[src/rtl/transmitter_pkg.sv]
// transmitter_pkg: packet FSM states, line-option encodings and bit-period helper
package transmitter_pkg;
  typedef enum logic [1:0] {IDLE, HDR_CMD, HDR_LEN, DATA} state_e;
  typedef enum logic [1:0] {PAR_NO, PAR_EVEN, PAR_ODD} parity_e;
  typedef enum logic {LSB_FIRST, MSB_FIRST} order_e;
  function automatic int bit_clocks(input int clock, input int baud);
    return (clock + baud / 2) / baud;
  endfunction
endpackage

[src/rtl/uart_tx_byte.sv]
// uart_tx_byte: shifts one framed byte (start, data, parity, stop, pause) onto the line
module uart_tx_byte
  import transmitter_pkg::*;
#(
  parameter int    CLOCK     = 10_000_000,
  parameter int    BAUD      = 1_000_000,
  parameter string PARITY    = "NO",
  parameter string FIRST_BIT = "LSB",
  parameter int    PAUSE     = 2
) (
  input  logic       clk,
  input  logic       reset,
  input  logic       i_load,
  input  logic [7:0] i_byte,
  output logic       o_txd,
  output logic       o_done
);
  localparam parity_e PM = (PARITY == "EVEN") ? PAR_EVEN : (PARITY == "ODD") ? PAR_ODD : PAR_NO;
  localparam order_e OM = (FIRST_BIT == "MSB") ? MSB_FIRST : LSB_FIRST;
  localparam int BIT = bit_clocks(CLOCK, BAUD);
  localparam int NB = 10 + ((PM == PAR_NO) ? 0 : 1) + PAUSE;
  localparam int BW = $clog2(BIT + 1);
  localparam int CW = $clog2(NB + 1);
  logic [7:0]    w_ord;
  logic [NB-1:0] w_frame;
  logic [NB-1:0] r_shift;
  logic [BW-1:0] r_baud;
  logic [CW-1:0] r_bits;
  logic          r_busy;
  logic          r_txd;
  // frame bit 0 goes out first; everything above stop/parity is pause (high)
  always_comb begin
    w_ord = (OM == MSB_FIRST) ? {i_byte[0], i_byte[1], i_byte[2], i_byte[3],
                                 i_byte[4], i_byte[5], i_byte[6], i_byte[7]} : i_byte;
    w_frame = '1;
    w_frame[0] = 1'b0;
    w_frame[8:1] = w_ord;
    w_frame[9] = (PM == PAR_NO) ? 1'b1 : ((^i_byte) ^ (PM == PAR_ODD));
  end
  assign o_txd  = r_txd;
  assign o_done = r_busy && (r_baud == '0) && (r_bits == '0);
  always_ff @(posedge clk or negedge reset)
    if (!reset) begin
      r_busy  <= 1'b0;
      r_txd   <= 1'b1;
      r_shift <= '1;
      r_baud  <= '0;
      r_bits  <= '0;
    end else if (i_load) begin
      r_busy  <= 1'b1;
      r_txd   <= w_frame[0];
      r_shift <= {1'b1, w_frame[NB-1:1]};
      r_baud  <= BW'(BIT - 1);
      r_bits  <= CW'(NB - 1);
    end else if (r_busy) begin
      if (r_baud != '0) r_baud <= r_baud - 1'b1;
      else if (r_bits != '0) begin
        r_bits  <= r_bits - 1'b1;
        r_baud  <= BW'(BIT - 1);
        r_txd   <= r_shift[0];
        r_shift <= {1'b1, r_shift[NB-1:1]};
      end else r_busy <= 1'b0;
    end
endmodule

[src/rtl/transmitter.sv]
// transmitter: sends cmd, len and len payload bytes from a sync RAM as UART frames
module transmitter
  import transmitter_pkg::*;
#(
  parameter int    CLOCK     = 10_000_000,
  parameter int    BAUD      = 1_000_000,
  parameter string PARITY    = "NO",
  parameter string FIRST_BIT = "LSB",
  parameter int    NUMBER    = 256,
  parameter int    PAUSE     = 2
) (
  input  logic                      clk,
  input  logic                      reset,
  output logic                      txd,
  input  logic                      start,
  input  logic [7:0]                cmd_tx,
  input  logic [7:0]                len_tx,
  input  logic [7:0]                rd_data,
  output logic [$clog2(NUMBER)-1:0] rd_addr,
  output logic                      rd_clock
);
  localparam int AW = $clog2(NUMBER);
  state_e        r_state;
  state_e        w_next;
  logic          r_kick;
  logic [7:0]    r_cmd;
  logic [7:0]    r_remain;
  logic [AW-1:0] r_addr;
  logic [7:0]    w_byte;
  logic          w_load;
  logic          w_done;
  uart_tx_byte #(
    .CLOCK(CLOCK), .BAUD(BAUD), .PARITY(PARITY), .FIRST_BIT(FIRST_BIT), .PAUSE(PAUSE)
  ) u_byte (
    .clk(clk), .reset(reset), .i_load(w_load), .i_byte(w_byte), .o_txd(txd), .o_done(w_done)
  );
  assign rd_clock = clk;
  assign rd_addr  = r_addr;
  // the next byte is loaded on the very edge the previous pause ends, so bytes abut exactly
  always_comb begin
    w_next = (r_state == IDLE) ? (start ? HDR_CMD : IDLE) :
             !w_done ? r_state :
             (r_state == HDR_CMD) ? HDR_LEN :
             (r_remain == 8'd0) ? IDLE : DATA;
    w_byte = (w_next == HDR_CMD) ? r_cmd : (w_next == HDR_LEN) ? r_remain : rd_data;
    w_load = r_kick || (w_done && (w_next != IDLE));
  end
  always_ff @(posedge clk or negedge reset)
    if (!reset) begin
      r_state  <= IDLE;
      r_kick   <= 1'b0;
      r_cmd    <= '0;
      r_remain <= '0;
      r_addr   <= '0;
    end else begin
      r_state <= w_next;
      r_kick  <= (r_state == IDLE) && start;
      if ((r_state == IDLE) && start) begin
        r_cmd    <= cmd_tx;
        r_remain <= len_tx;
      end else if (w_load && (w_next == DATA)) r_remain <= r_remain - 8'd1;
      if (w_next == IDLE) r_addr <= '0;
      else if (w_load && (w_next == DATA)) r_addr <= (r_addr == AW'(NUMBER - 1)) ? '0 : r_addr + 1'b1;
    end
endmodule

[config.mk]
export PLATFORM = sky130hd
export DESIGN_NAME = transmitter
export DESIGN_NICKNAME = d
export VERILOG_FILES = /design/src/rtl/transmitter_pkg.sv /design/src/rtl/uart_tx_byte.sv /design/src/rtl/transmitter.sv
export SDC_FILE = /design/constraint.sdc
export NUM_CORES = 1
export LEC_CHECK = 0
export ABC_AREA = 1
export CELL_PAD_IN_SITES_DETAIL_PLACEMENT = 0
export CELL_PAD_IN_SITES_GLOBAL_PLACEMENT = 1
export CORE_UTILIZATION = 43
export DETAILED_ROUTE_END_ITERATION = 8
export GPL_ROUTABILITY_DRIVEN = 0
export PLACE_DENSITY = 0.93
export SYNTH_ARGS = -nofsm -noshare
export SYNTH_HDL_FRONTEND = slang
export SYNTH_SLANG_ARGS = --single-unit
export TNS_END_PERCENT = 50
[constraint.sdc]
create_clock -name clk -period 5.5 [get_ports clk]
set_input_delay 0.55 -clock clk [delete_from_list [all_inputs] [get_ports clk]]
set_output_delay 0.55 -clock clk [all_outputs]
set_load 0.05 [all_outputs]
==> results.json <==
{
  "cp_max_fo": 2,
  "viasPerCell": 5.08,
  "synth_top_area_frac": 0.350,
  "grt_pass1_vias": 2264,
  "initial_core_util": 0.456,
  "cp_common_cell": "clkbuf_8",
  "p_leak_nw": 1.45,
  "critPathRequiredTime_ns": 4.95,
  "io_buffers": 36,
  "die_area_um2": 6300,
  "gr-max-usage-layer": "met2",
  "wl_per_cell_um": 12.2,
  "area_growth_pct": 20.3,
  "rows": 27,
  "dpl_cell_area_um2": 2970,
  "layout_common_cells": "nand2_1 (115), nor2_1 (36), dfrtp_1 (36), clkdlybuf4s50_1 (35), inv_1 (33)",
  "fin_tns_setup_ns": 0,
  "first_iter_violations": 150,
  "place_ws_ns": 1.53,
  "fill_cells": 537,
  "antenna_found_initial": 0,
  "yosys-top-cells-area": "dfrtp_1 (35%), nand2_1 (17%), dfstp_2 (9.2%), nor2_1 (5.3%), inv_1 (4.8%)",
  "core_area_um2": 5640,
  "arrival_ns": 3.66,
  "final_area_um2": 3100,
  "antenna_cells": 0,
  "endpoint_kind": "output port",
  "grt_max_degree": 46,
  "ant_nets": 0,
  "avgSynthCellArea_um2": 7.54,
  "drive_gt1_frac": 0.0923,
  "skew_ns": 0.0137,
  "vias": 2293,
  "grt_pass1_wl_um": 9670,
  "route.detailed.drc": 0,
  "layout_commonest_cell": "nand2_1",
  "syn_area_um2": 2570,
  "fin_ws_ns": 1.29,
  "crit_chain": "clkbuf_8 -> clkbuf_8 -> clkdlybuf4s50_1",
  "crit_buf_inv": 3,
  "met3_usage": 0.0391,
  "path_class": "clock port to output port",
  "yosysSeqAreaShare": 0.442,
  "drt_pass1_iterations": 4,
  "slew_violations": 0,
  "num_io_pins": 37,
  "grt.met2_usage": 0.338,
  "start_kind": "clock port",
  "cpLargestDelayFamily": "buffers and inverters",
  "setup_viol": 0,
  "post_cts_buffers": 0,
  "clk_pin_slew_ns": 0.09,
  "overflow": 0,
  "ys_ff_latch": 45,
  "synth.net_count": 372,
  "min_path_type": "primary input to async pin",
  "dp_hpwl_um": 3870,
  "grtUsageTotal": 0.202,
  "slowest_stage": "clkdlybuf4s50_1",
  "cts_hold_buf": 0,
  "rsz0062_at_grt": "no",
  "grt_use_met1": 0.242,
  "die_h_um": 79.3,
  "power_mw": 0.657,
  "powerDensity_nw_per_um2": 212,
  "layout.nets": 409,
  "synthCells": 341,
  "cts-resized-gates": 0,
  "max_slew_margin": 0.330,
  "routed_wl_um": 5500,
  "clk-insertion-delay-late_ns": 0.40,
  "worstMarginPinSlew_ns": 1.00,
  "ys_warn_count": 0,
  "max_cap_viol_count": 0,
  "cts_tree": "yes",
  "synth.largest_area_cell": "dfrtp_1",
  "peakVddDrop_v": 0.000232,
  "max_stage_delay_ns": 0.69,
  "die_w_um": 79.3,
  "status": "finished clean",
  "ys_types": 36,
  "hold_viol_final": 0
}
kinds of logic after synthesis:
| logic type | synth area share |
|---|---|
| AND/OR/NAND/NOR | 0.329 |
| AO/OA/AOI/OAI | 0.116 |
| flip-flops | 0.442 |
| buffers and inverters | 0.0691 |
| XOR/XNOR | 0.0238 |
| adder cells (fa/ha/maj) | 0.0195 |
metrics by stage:
step	cells	utilization	hold slack, ns
after floorplan	341	-	0.254
after global placement	440	0.526	0.461
after detailed placement	440	0.526	0.465
after CTS	451	0.549	0.349
after global routing	451	0.549	0.387
final	451	0.549	0.306
where the power goes:
part	internal, mW	total, mW	switching [mW]
clock network	0.146	0.299	0.152
logic	0.0166	0.0266	0.0100
registers	0.332	0.332	0.000159
flip-flops by register name (all words and copies together), names as in the netlist:
register        cells
u_byte.r_bits       4
r_cmd               8
u_byte.r_shift      8
rd_addr             8
r_state             2
r_remain            8
u_byte.o_txd        1
r_kick              1
u_byte.r_baud       4
u_byte.r_busy       1
worst reg2reg max path, delay by kind of cell, from the launching register on:
kind	cells	cell delay (ns)
DFF	1	0.40
buffers and inverters	2	0.43
AOI/OAI and AO/OA	1	0.26
adders and majority gates	1	0.25
and+or+nand+nor	4	0.89
area by class of cell:
| type | instances | area (um^2) | area share |
|---|---|---|---|
| clock inverter | 3 | 17.5 | 0.00566 |
| tap | 72 | 90.1 | 0.0291 |
| sequential | 45 | 1140 | 0.367 |
| multi-input combinational | 253 | 1260 | 0.406 |
| clock buffer | 9 | 120 | 0.0388 |
| inverter | 34 | 128 | 0.0412 |
| timing repair buffer | 35 | 345 | 0.112 |
metal layers:
metal / vias up / wire length, um
met5: - / 0
met4: 0 / 125
met3: 13 / 230
met2: 64 / 2610
met1: 1050 / 2540
li1: 1166 / -
Yosys cell counts (all sizes together):
| master | instances |
|---|---|
| a31oi | 2 |
| xor2 | 4 |
| dfstp | 9 |
| or2 | 2 |
| a21oi | 6 |
| dfrtp | 36 |
| nand3b | 1 |
| clkbuf | 3 |
| nor4 | 1 |
| nand2 | 119 |
| nand3 | 25 |
| o21ai | 29 |
| o211ai | 8 |
| inv | 33 |
| a41oi | 1 |
| o21a | 1 |
| nor3 | 4 |
| nand4 | 3 |
| nor2 | 39 |
| clkinv | 1 |
| xnor2 | 3 |
| buf | 6 |
| o22ai | 1 |
| ha | 4 |
worst paths after layout:
kind                                   from                end  slack [ns]  cells past startpoint
min in group clk                   r_cmd[0]           r_cmd[0]        0.48                      2
hold reg to reg                    r_cmd[0]           r_cmd[0]        0.48                      2
max in group asynchronous             reset   u_byte.r_bits[2]        4.56                      1
hold / removal                        reset         rd_addr[0]        0.31                      1
setup reg to reg           u_byte.r_baud[1]  u_byte.r_shift[1]        3.23                      8
setup / recovery                        clk           rd_clock        1.29                      3
Note: power is estimated with default switching activity, not from simulation.
